`src/rtl/nibble_serial_addsub.sv`:
```
// nibble_serial_addsub
//   Sequential adder/subtractor. One shared 4-bit carry-lookahead slice
//   processes one nibble of the operands per clock, least significant
//   nibble first. A registered carry links the nibbles. The result and flags
//   are registered once, when the last nibble completes.
//
// Ports
//   clk, rst_n       clock, asynchronous active-low reset
//   start            request, accepted only while ready=1
//   op_sub           1 = ain - bin, 0 = ain + bin (captured with start)
//   ain, bin         operands (captured with start)
//   ready            1 in IDLE and DONE (a start will be accepted)
//   busy             1 while nibbles are being processed
//   done             one-cycle pulse; result/flags were just updated
//   result           sum/difference, held until the next done
//   cout             carry out of MSB (subtract: 1 = no borrow)
//   ovf              signed overflow
//   zero             result == 0
//   dbg_state_o      current FSM state, for observation only
//
// Handshake: a request transfers on a rising edge where start=1 and
// ready=1. A start at any other time is dropped, not queued. done is high
// for exactly one cycle, NIB+1 cycles after the request was accepted.
// Because ready is also high in DONE, a new request can be accepted in
// the same cycle as done.
module nibble_serial_addsub #(
  parameter  int WIDTH = 32,
  localparam int NIB   = WIDTH / 4
) (
  input  logic             clk,
  input  logic             rst_n,
  input  logic             start,
  input  logic             op_sub,
  input  logic [WIDTH-1:0] ain,
  input  logic [WIDTH-1:0] bin,
  output logic             ready,
  output logic             busy,
  output logic             done,
  output logic [WIDTH-1:0] result,
  output logic             cout,
  output logic             ovf,
  output logic             zero,
  output logic [1:0]       dbg_state_o
);

  localparam int CW = (NIB > 1) ? $clog2(NIB) : 1;

  typedef enum logic [1:0] {
    S_IDLE = 2'd0,
    S_RUN  = 2'd1,
    S_DONE = 2'd2
  } state_e;

  state_e           state_q, state_d;
  logic [WIDTH-1:0] a_q, a_d;
  logic [WIDTH-1:0] b_q, b_d;
  logic [WIDTH-1:0] w_q, w_d;
  logic [WIDTH-1:0] result_q, result_d;
  logic [CW-1:0]    cnt_q, cnt_d;
  logic             carry_q, carry_d;
  logic             cout_q, cout_d;
  logic             ovf_q, ovf_d;
  logic             zero_q, zero_d;

  // Shared 4-bit carry-lookahead slice
  logic [3:0] sl_p, sl_g, sl_sum;
  logic [4:0] sl_c;

  assign sl_p    = a_q[3:0] ^ b_q[3:0];
  assign sl_g    = a_q[3:0] & b_q[3:0];
  assign sl_c[0] = carry_q;
  assign sl_c[1] = sl_g[0] | (sl_p[0] & sl_c[0]);
  assign sl_c[2] = sl_g[1] | (sl_p[1] & sl_g[0]) | (sl_p[1] & sl_p[0] & sl_c[0]);
  assign sl_c[3] = sl_g[2] | (sl_p[2] & sl_g[1]) | (sl_p[2] & sl_p[1] & sl_g[0])
                 | (sl_p[2] & sl_p[1] & sl_p[0] & sl_c[0]);
  assign sl_c[4] = sl_g[3] | (sl_p[3] & sl_g[2]) | (sl_p[3] & sl_p[2] & sl_g[1])
                 | (sl_p[3] & sl_p[2] & sl_p[1] & sl_g[0])
                 | (sl_p[3] & sl_p[2] & sl_p[1] & sl_p[0] & sl_c[0]);
  assign sl_sum  = sl_p ^ sl_c[3:0];

  logic last_nib;
  assign last_nib = (cnt_q == CW'(NIB - 1));

  always_comb begin
    state_d  = state_q;
    a_d      = a_q;
    b_d      = b_q;
    w_d      = w_q;
    cnt_d    = cnt_q;
    carry_d  = carry_q;
    result_d = result_q;
    cout_d   = cout_q;
    ovf_d    = ovf_q;
    zero_d   = zero_q;

    case (state_q)
      S_IDLE, S_DONE: begin
        state_d = S_IDLE;
        if (start) begin
          // Subtraction is ain + ~bin + 1: invert B here and use the
          // initial carry as the +1.
          a_d     = ain;
          b_d     = op_sub ? ~bin : bin;
          w_d     = '0;
          carry_d = op_sub;
          cnt_d   = '0;
          state_d = S_RUN;
        end
      end
      S_RUN: begin
        // New nibble enters at the top; after NIB shifts the first nibble
        // has moved down to bits [3:0].
        w_d     = {sl_sum, w_q[WIDTH-1:4]};
        a_d     = {4'b0000, a_q[WIDTH-1:4]};
        b_d     = {4'b0000, b_q[WIDTH-1:4]};
        carry_d = sl_c[4];
        if (last_nib) begin
          cnt_d    = '0;
          state_d  = S_DONE;
          result_d = w_d;
          cout_d   = sl_c[4];
          // sl_c[3] is the carry into the result MSB on the last nibble
          ovf_d    = sl_c[3] ^ sl_c[4];
          zero_d   = (w_d == '0);
        end else begin
          cnt_d = cnt_q + CW'(1);
        end
      end
      default: state_d = S_IDLE;
    endcase
  end

  always_ff @(posedge clk or negedge rst_n) begin
    if (!rst_n) begin
      state_q  <= S_IDLE;
      a_q      <= '0;
      b_q      <= '0;
      w_q      <= '0;
      cnt_q    <= '0;
      carry_q  <= 1'b0;
      result_q <= '0;
      cout_q   <= 1'b0;
      ovf_q    <= 1'b0;
      zero_q   <= 1'b0;
    end else begin
      state_q  <= state_d;
      a_q      <= a_d;
      b_q      <= b_d;
      w_q      <= w_d;
      cnt_q    <= cnt_d;
      carry_q  <= carry_d;
      result_q <= result_d;
      cout_q   <= cout_d;
      ovf_q    <= ovf_d;
      zero_q   <= zero_d;
    end
  end

  assign ready       = (state_q == S_IDLE) || (state_q == S_DONE);
  assign busy        = (state_q == S_RUN);
  assign done        = (state_q == S_DONE);
  assign result      = result_q;
  assign cout        = cout_q;
  assign ovf         = ovf_q;
  assign zero        = zero_q;
  assign dbg_state_o = state_q;

endmodule

```
`config.mk`:
```
export PLATFORM = sky130hd
export DESIGN_NAME = nibble_serial_addsub
export DESIGN_NICKNAME = d
export VERILOG_FILES = /design/src/rtl/nibble_serial_addsub.sv
export SDC_FILE = /design/constraint.sdc
export NUM_CORES = 1
export LEC_CHECK = 0
export CORE_ASPECT_RATIO = 0.6
export CORE_UTILIZATION = 29
export DETAILED_ROUTE_END_ITERATION = 8
export GPL_TIMING_DRIVEN = 1
export SLEW_MARGIN = 10
export SYNTH_ARGS = -nofsm -noshare
export SYNTH_HDL_FRONTEND = slang
export SYNTH_SLANG_ARGS = --single-unit
```
`constraint.sdc`:
```
create_clock -name clk -period 2.9 [get_ports clk]
set_clock_uncertainty 0.15 [all_clocks]
set_input_delay 0.29 -clock clk [delete_from_list [all_inputs] [get_ports clk]]
set_output_delay 0.29 -clock clk [all_outputs]
set_load 0.005 [all_outputs]
```
==> flow_summary_export.csv, run 1 <==
group,metric,value,unit
status,outcome,"finished, final reports clean",
sta,rsz0062_at_grt,"false",
global_routing,grt_start_max_net_pins,69,
global_routing,grt_use_met1,22.28,%
critical_path,cp_max_fo,6,
critical_path,path_class,"flop to output port",
global_routing,use_met3,4.665,%
cells_and_area,fin_cells,910,
cts,cts_hold_buf,1,
cts,cts_resized,0,
placed_design,place.gp.congestion,0.7979,
logic_synthesis,synth-seq-cells,133,
die,ios,108,
sta,setup_viol,0,
cells_and_area,fin_util,39.60,%
drt,drtIter0Drc,276,
die,fp.dieH,110.4,um
cells_and_area,drive_gt1_share,9.161,%
global_routing,overflow,0,
critical_path,cp-start-kind,"flop",
drt,routed_wl,14.27,mm
critical_path,crit_path_cell_trace,"nand2b_2 > inv_2 > clkdlybuf4s50_1",
placed_design,io_buffers,107,
die,dieArea,20160,um^2
placed_design,place_hpwl,10.05,mm
logic_synthesis,syn_avg_cell_area,10.75,um^2
drt,post_drt_wl_per_cell,15.69,um
drt,vias,4300,
sta,slew_viol_final,0,
critical_path,crit_slowest_cell,"clkdlybuf4s50_1",
die,start_util,29.76,%
cts,cts.clk_slew.worst_paths,0.06,ns
sta,worstMarginPinSlew,0.7059,ns
placed_design,dp.cells,877,
worst_hold_path,min_path_type,"input pin to asynchronous set/reset pin",
die,dieWidth,182.6,um
cts,cts_buffers,17,
critical_path,critical_path.max_stage_delay,0.58,ns
sta,slew_headroom,52.94,%
die,core,19080,um^2
logic_synthesis,syn_inst,528,
cells_and_area,stdcell_area,7556,um^2
die,fp-row-count,39,
drt,ant_nets,0,
placed_design,pre_cts_ws,0.6744,ns
cells_and_area,layout_common_cells,"nand2_1, dfrtp_1, clkdlybuf4s50_1, nor2_1, xnor2_1",
logic_synthesis,yosysSeqAreaShare,58.62,%
drt,vias_per_cell,4.725,
cts,cts_buffer_depth,2,
drt,drcViolationCount,0,
critical_path,end_kind,"output port",
global_routing,antenna_found_initial,0,
sta,period_needed,2.298,ns
power,powerDensity,1081,nW/um^2
drt,first_pass_iters,5,
global_routing,grt-busiest-layer,"met1",
global_routing,use_met2,21.37,%
run,maxCapViolations,0,
logic_synthesis,synth.distinct_cells,35,
logic_synthesis,synth.cell_area,5678,um^2
logic_synthesis,syn_nets,603,
cts,cts_tree,"yes",
cts,cts_sinks,133,
cells_and_area,mostFrequentLayoutCell,"nand2_1",
critical_path,crit_arrival,1.86,ns
global_routing,grt_pass1_vias,4368,
global_routing,grtUsageTotal,15.11,%
sta,layout_setup_ws,0.6025,ns
cts,root_buffer,"clkbuf_16",
sta,hold_viol,0,
critical_path,crit_required,2.46,ns
power,total_power,8.172,mW
cts,cts_setup_buffers,0,
cells_and_area,synthToLayoutAreaGrowth,33.08,%
sta,fin_setup_tns,0,ns
placed_design,placed_cell_area,7007,um^2
power,ir_worst_vdd,0.0004734,V
cells_and_area,diodes,0,
sta,timing.final.crit_share,79.22,%
logic_synthesis,ys_warn_count,0,
cells_and_area,nFillCells,1859,
power,leakagePower,3.412,nW
cts,clock_latency,0.40,ns
cts,h-tree-depth,4,
sta,fmax,435.3,MHz
cells_and_area,num-nets-final,706,
sta,holdWs,0.2527,ns
global_routing,grt_pass1_wl,23.45,mm
==> registers in the layout (all words and copies together), names as in the netlist <==
name         flops
cnt_q            3
b_q             32
a_q             32
result          32
cout             1
carry_q          1
w_q             28
dbg_state_o      2
ovf              1
zero             1
==> cell families after synthesis <==
| family | after synthesis | synth area share, % |
|---|---|---|
| AND/OR/NAND/NOR | 200 | 14.46 |
| flip-flops | 133 | 58.62 |
| AO/OA/AOI/OAI | 107 | 15.65 |
| buffers and inverters | 43 | 3.636 |
| XOR/XNOR | 35 | 5.399 |
| adder cells (fa/ha/maj) | 7 | 1.675 |
| multiplexers | 3 | 0.5729 |
==> layout make-up <==
type	instances	area [um^2]	area share (%)
clock buffer	18	439.2	5.812
clock inverter	14	100.1	1.325
inverter	6	22.52	0.2981
multi-input combinational	352	2146	28.40
sequential	133	3328	44.05
tap	266	332.8	4.405
timing repair buffer	121	1187	15.71
==> power breakdown <==
group | internal, mW | total (mW) | switching, mW
clock | 1.12 | 1.93 | 0.810
combinational | 1.46 | 2.95 | 1.50
sequential | 2.68 | 3.29 | 0.613
total | 5.25 | 8.17 | 2.92
==> Yosys cell counts <==
master | instances | area [um^2]
nand3b_1 | 1 | 7.510
mux2i_1 | 1 | 10.01
a22oi_1 | 28 | 210.2
buf_4 | 4 | 30.03
fa_1 | 1 | 20.02
nor2_1 | 32 | 120.1
nor4_1 | 3 | 18.77
o21bai_1 | 1 | 7.510
o21ai_0 | 13 | 65.06
a221o_1 | 29 | 290.3
buf_2 | 24 | 120.1
a22o_2 | 2 | 20.02
nand2b_2 | 1 | 8.760
nor2_4 | 1 | 11.26
ha_1 | 6 | 75.07
clkbuf_1 | 9 | 33.78
a22o_1 | 30 | 262.8
or3_1 | 1 | 6.260
nor2b_1 | 2 | 12.51
o31ai_2 | 1 | 12.51
nand2_1 | 152 | 570.6
nor4_2 | 2 | 25.02
inv_2 | 1 | 3.750
nor3_1 | 2 | 10.01
xnor2_1 | 32 | 280.3
a211oi_1 | 1 | 7.510
dfrtp_1 | 133 | 3328
nand4_1 | 1 | 6.260
mux2_2 | 2 | 22.52
nand4b_1 | 1 | 8.760
inv_1 | 5 | 18.77
o31ai_1 | 1 | 7.510
nor4b_2 | 1 | 15.01
xor2_1 | 3 | 26.28
a21oi_1 | 1 | 5.000
==> path summary, 6_finish.rpt <==
check,from,endpoint,slack [ns],depth (start not counted)
min in group clk,op_sub,b_q[28]$_DFFE_PN0P_,0.30,3
max in group asynchronous,rst_n,a_q[18]$_DFFE_PN0P_,1.59,3
min,rst_n,result[26]$_DFFE_PN0P_,0.25,2
max reg2reg,b_q[0]$_DFFE_PN0P_,zero$_DFFE_PN0P_,0.68,6
max,dbg_state_o[1]$_DFFE_PN0P_,busy,0.60,3
min reg2reg,result[0]$_DFFE_PN0P_,result[0]$_DFFE_PN0P_,0.33,2
==> per-layer routing <==
layer / part of all wire, % / up-vias / wire length [um]
li1: - / 2038 / -
met1: 51 / 2141 / 7229
met2: 42 / 117 / 6052
met3: 6.7 / 4 / 950
met4: 0.29 / 0 / 42
met5: 0 / - / 0
==> worst max-delay path: cells and delay by family (launching register included) <==
| kind | cells | cell delay, ns |
|---|---|---|
| DFF | 1 | 0.44 |
| and+or+nand+nor | 1 | 0.27 |
| buffers and inverters | 2 | 0.76 |
No activity file was read; power rests on OpenSTA's default activity.
==> inputs of run 2 (changes only) <==
Clock period 2.9 ns to 2.35 ns, I/O delays scaled along.
==> run 2 against run 1 <==
First-iteration DRC count decreased by 6.2%; clock power is 34% higher; sequential cell count did not move; highest routed layer unchanged; combinational power up 25%; via count grew 0.47%; global-route usage fell by 0.27 points; sequential share of layout area decreased by 0.45 points; worst setup slack worse by 0.45 ns; wire length is 0.70% lower.
==> flow_summary_export.csv, run 2 (synthesis results as in run 1) <==
group,metric,value,unit
drt,drcViolationCount,0,
worst_hold_path,min_path_type,"input pin to asynchronous set/reset pin",
power,total_power,10.34,mW
cts,cts_sinks,133,
cells_and_area,drive_gt1_share,8.992,%
cells_and_area,layout_common_cells,"nand2_1, dfrtp_1, clkdlybuf4s50_1, nor2_1, xnor2_1",
drt,post_drt_wl_per_cell,15.56,um
cts,cts_tree,"yes",
run,maxCapViolations,0,
placed_design,pre_cts_ws,0.2589,ns
cells_and_area,mostFrequentLayoutCell,"nand2_1",
drt,routed_wl,14.17,mm
placed_design,place_hpwl,9.883,mm
critical_path,critical_path.max_stage_delay,0.57,ns
cells_and_area,diodes,0,
critical_path,path_class,"flop to output port",
cells_and_area,multi_input_area,2146,um^2
cts,clock_latency,0.40,ns
die,dieArea,20160,um^2
cts,h-tree-depth,4,
sta,slew_headroom,62.51,%
die,fp-row-count,39,
sta,fmax,454.8,MHz
critical_path,crit_required,1.97,ns
drt,drtIter0Drc,259,
cells_and_area,register_area,3328,um^2
power,ir_worst_vdd,0.0006156,V
sta,layout_setup_ws,0.1513,ns
sta,fin_setup_tns,0,ns
die,dieWidth,182.6,um
power,powerDensity,1354,nW/um^2
sta,period_needed,2.199,ns
cts,cts_buffers,17,
placed_design,dp.cells,879,
cells_and_area,fin_util,40.01,%
global_routing,overflow,0,
drt,vias,4320,
cts,cts_buffer_depth,2,
die,fp.dieH,110.4,um
sta,timing.final.crit_share,93.56,%
critical_path,cp_top_family,"buffers and inverters",
cells_and_area,synthToLayoutAreaGrowth,34.44,%
global_routing,antenna_found_initial,0,
cts,cts_resized,0,
critical_path,r2r-start,"a_q[0]$_DFFE_PN0P_",
cells_and_area,nFillCells,1847,
critical_path,crit_buf_inv,2,
cells_and_area,fin_cells,911,
global_routing,grt_pass1_vias,4281,
global_routing,grt_pass1_wl,22.98,mm
die,start_util,29.76,%
critical_path,cp-start-kind,"flop",
placed_design,place.gp.congestion,0.8305,
sta,worstMarginPinSlew,0.5624,ns
placed_design,io_buffers,107,
critical_path,cp_max_fo,6,
sta,rsz0062_at_grt,"false",
drt,first_pass_iters,5,
critical_path,startpoint,"dbg_state_o[1]$_DFFE_PN0P_",
die,ios,108,
cts,root_buffer,"clkbuf_16",
critical_path,crit_arrival,1.81,ns
cts,cts.clk_slew.worst_paths,0.05,ns
critical_path,crit_path_cell_trace,"nand2b_2 > inv_2 > clkdlybuf4s50_1",
critical_path,end_kind,"output port",
drt,ant_nets,0,
power,leakagePower,3.446,nW
die,core,19080,um^2
sta,slew_viol_final,0,
critical_path,crit_slowest_cell,"clkdlybuf4s50_1",
status,outcome,"finished, final reports clean",
global_routing,grtUsageTotal,14.84,%
global_routing,grt_start_max_net_pins,60,
cells_and_area,num-nets-final,708,
drt,vias_per_cell,4.742,
sta,setup_viol,0,
sta,hold_viol,0,
run 2: changes by cell type in the layout (fill, tap and decap cells not counted):
cell	change
clkbuf_1	+2
bufinv_16	+2
buf_12	+2
inv_6	-4
clkinv_4	-2
clkbuf_8	+2
clkinv_2	-1
run 2: through the flow:
| step | area [um^2] | hold WS (ns) |
|---|---|---|
| 4_1_cts | 7634 | 0.2449 |
| 3_3_place_gp | 7047 | 0.1014 |
| 6_report | 7634 | 0.2312 |
| 2_1_floorplan | 5678 | -0.2106 |
| 3_5_place_dp | 7047 | 0.1073 |
| 5_1_grt | 7634 | 0.2801 |
run 2: where the power goes:
part           internal [mW]  switching, mW  leakage, nW
clock                   1.63          0.948        0.278
sequential              3.30          0.762         1.70
combinational           1.84           1.85         1.47
run 2: layout make-up:
type / instances / share of cell area [%]
clock buffer: 22 / 6.212
clock inverter: 9 / 1.344
inverter: 6 / 0.2950
multi-input combinational: 352 / 28.11
sequential: 133 / 43.60
tap: 266 / 4.360
timing repair buffer: 123 / 16.08
run 2: final timing paths:
kind / cells past startpoint / slack, ns / to
max: 3 / 0.15 / busy
min: 2 / 0.23 / b_q[31]$_DFFE_PN0P_
max reg2reg: 6 / 0.23 / zero$_DFFE_PN0P_
min reg2reg: 2 / 0.32 / result[20]$_DFFE_PN0P_
max in group asynchronous: 3 / 1.19 / a_q[27]$_DFFE_PN0P_
min in group clk: 3 / 0.30 / a_q[9]$_DFFE_PN0P_
run 2: what timing repair did:
action,4_1_cts,5_1_grt
buffers inserted,0,0
hold endpoints to repair,57,0
hold buffers,1,0
run 2: layer usage:
layer,vias up,track usage [%],part of all wire [%]
met1,2136,21.75,51
met2,137,20.72,41
met4,0,5.642,0.90
met3,13,3.876,7.3
li1,2034,-,-
met5,-,0,0
==> inputs of run 3 (changes only) <==
Settings changed: ABC_AREA set to 1.
==> run 3 against run 2 <==
Utilization down 0.92 points; non-clock buffer count down 6; die area up 4.4%; clock power up 15%; sequential cell count unchanged.
==> flow_summary_export.csv, run 3 <==
group,metric,value,unit
die,fp-row-count,40,
critical_path,crit_buf_inv,3,
logic_synthesis,yosysMostFrequentCell,"nand2_1",
cts,cts_setup_buffers,0,
drt,drcViolationCount,0,
global_routing,grtUsageTotal,14.66,%
critical_path,critical_path.max_stage_delay,0.53,ns
drt,first_pass_iters,5,
power,leakagePower,3.487,nW
logic_synthesis,yosysSeqAreaShare,56.13,%
critical_path,crit_required,1.97,ns
run,maxCapViolations,0,
logic_synthesis,synth-edff-count,0,
cells_and_area,synthToLayoutAreaGrowth,31.97,%
sta,slew_headroom,62.96,%
logic_synthesis,syn_avg_cell_area,9.689,um^2
logic_synthesis,yosysTopAreaCell,"dfrtp_1",
logic_synthesis,synth_common_cells,"nand2_1, dfrtp_1, inv_1",
critical_path,crit_cells,4,
sta,worstMarginPinSlew,0.5556,ns
cells_and_area,num-nets-final,788,
drt,vias,4494,
cells_and_area,mostFrequentLayoutCell,"nand2_1",
placed_design,dp.cells,966,
cts,root_buffer,"clkbuf_16",
die,dieWidth,186.6,um
die,core,20020,um^2
drt,ant_nets,0,
cells_and_area,fin_cells,999,
sta,hold_viol,0,
drt,top_layer,"met5",
cells_and_area,fin_util,39.09,%
logic_synthesis,ys_warn_count,0,
critical_path,path_class,"flop to output port",
cts,cts_buffer_depth,2,
power,ir_worst_vdd,0.0006270,V
logic_synthesis,syn_inst,612,
logic_synthesis,synth.cell_area,5929,um^2
drt,post_drt_wl_per_cell,14.42,um
drt,routed_wl,14.40,mm
critical_path,reg2regPathDepth,8,
cts,cts.clk_slew.worst_paths,0.06,ns
cts,cts_resized,0,
sta,rsz0062_at_grt,"false",
drt,drtIter0Drc,266,
global_routing,grt_pass1_wl,24.18,mm
worst_hold_path,hold_depth,3,
die,fp.dieH,112.8,um
drt,wl_met2,5.843,mm
die,start_util,29.62,%
placed_design,placed_cell_area,7161,um^2
critical_path,crit_arrival,1.75,ns
logic_synthesis,syn_nets,687,
critical_path,crit_slowest_cell,"clkdlybuf4s50_1",
status,outcome,"finished, final reports clean",
worst_hold_path,min_path_type,"input pin to flop",
global_routing,grt_pass1_vias,4510,
cts,cts_tree,"yes",
sta,period_needed,2.139,ns
placed_design,io_buffers,107,
cells_and_area,diodes,0,
global_routing,antenna_found_initial,2,
cts,cts_hold_buf,1,
cells_and_area,stdcell_area,7825,um^2
sta,fin_setup_tns,0,ns
placed_design,place.gp.congestion,0.7753,
sta,slew_viol_final,0,
global_routing,grt_start_max_net_pins,62,
cts,cts_buffers,17,
die,ios,108,
global_routing,overflow,0,
power,total_power,10.82,mW
logic_synthesis,yosys-top-cells-area,"dfrtp_1, nand2_1, xnor2_1, buf_6, nand3_1",
critical_path,cp_max_fo,6,
power,powerDensity,1383,nW/um^2
logic_synthesis,synth.distinct_cells,32,
logic_synthesis,yosys.area.top_type_share,56.13,%
logic_synthesis,synth-seq-cells,133,
drt,wl_met3,805,um
cells_and_area,layout_common_cells,"nand2_1, dfrtp_1, clkdlybuf4s50_1, inv_1, xnor2_1",
cts,cts_sinks,133,
drt,vias_per_cell,4.498,
critical_path,end_kind,"output port",
critical_path,cp-start-kind,"flop",
logic_synthesis,async_flop_share,100.0,%
cts,h-tree-depth,4,
die,dieArea,21040,um^2
critical_path,cp_top_family,"buffers and inverters",
cts,clock_latency,0.41,ns
sta,fmax,467.6,MHz
drt,drt-met1-wl,7.614,mm
logic_synthesis,ys.flop_type,"dfrtp_1",
sta,timing.final.crit_share,91.00,%
critical_path,crit_path_cell_trace,"inv_1 > nand2_2 > inv_8 > clkdlybuf4s50_1",
placed_design,place_hpwl,9.818,mm
sta,setup_viol,0,
cells_and_area,drive_gt1_share,8.264,%
## run 3: changes by cell type in the layout (fill, tap and decap cells not counted), sizes merged, moves of 26 or more
cell,delta
nand2,+46
o22ai,+26
nand3,+34
a221o,-29
inv,+44
a22oi,-28
a22o,-27
## run 3: layout make-up
type                            instances  area (um^2)
Inverter                               47        191.4
Multi-Input combinational cell        397         2127
Tap cell                              273        341.6
Sequential cell                       133         3328
Clock buffer                           18        429.2
Fill cell                            2006        12190
Clock inverter                         14        225.2
Timing Repair Buffer                  117         1182
## run 3: cells by family (layout without fill, tap and decap cells)
group / Yosys count / in the layout / share of synthesized area (%)
simple gates: 255 / 255 / 17.62
flops: 133 / 133 / 56.13
compound gates: 101 / 101 / 11.63
buf+inv: 82 / 196 / 7.997
xor+xnor: 34 / 34 / 5.022
fa+ha+maj: 7 / 7 / 1.604
## run 3: where the power goes
group,internal (mW),switching (mW),total [mW]
registers,3.32,0.565,3.89
clock network,1.90,1.07,2.97
logic,1.74,2.22,3.96
## run 3: metal layers
metal,up-vias,GRT usage [%]
li1,2225,-
met1,2153,21.83
met2,97,20.60
met3,15,4.684
met4,4,2.951
met5,-,0
## run 3: metrics by stage
step	setup WS, ns	hold WS (ns)
2_1_floorplan	0.7843	-0.2106
3_3_place_gp	0.5372	0.06432
3_5_place_dp	0.4936	0.06956
4_1_cts	0.1814	0.07793
5_1_grt	0.1040	0.1177
6_report	0.2115	0.08721
## run 3: path summary, 6_finish.rpt
kind	from	endpoint	slack [ns]
worst max-delay path	dbg_state_o[1]$_DFFE_PN0P_	busy	0.21
worst min-delay path	op_sub	carry_q$_DFFE_PN0P_	0.09
worst max register to register	a_q[0]$_DFFE_PN0P_	zero$_DFFE_PN0P_	0.54
worst min register to register	result[3]$_DFFE_PN0P_	result[3]$_DFFE_PN0P_	0.33
max in group asynchronous	rst_n	zero$_DFFE_PN0P_	1.17
min in group asynchronous	rst_n	result[16]$_DFFE_PN0P_	0.18
## run 3: tightest hold or removal path: cells and delay by family
kind | cells | cell delay, ns
and+or+nand+nor | 2 | 0.17
buffers and inverters | 1 | 0.19
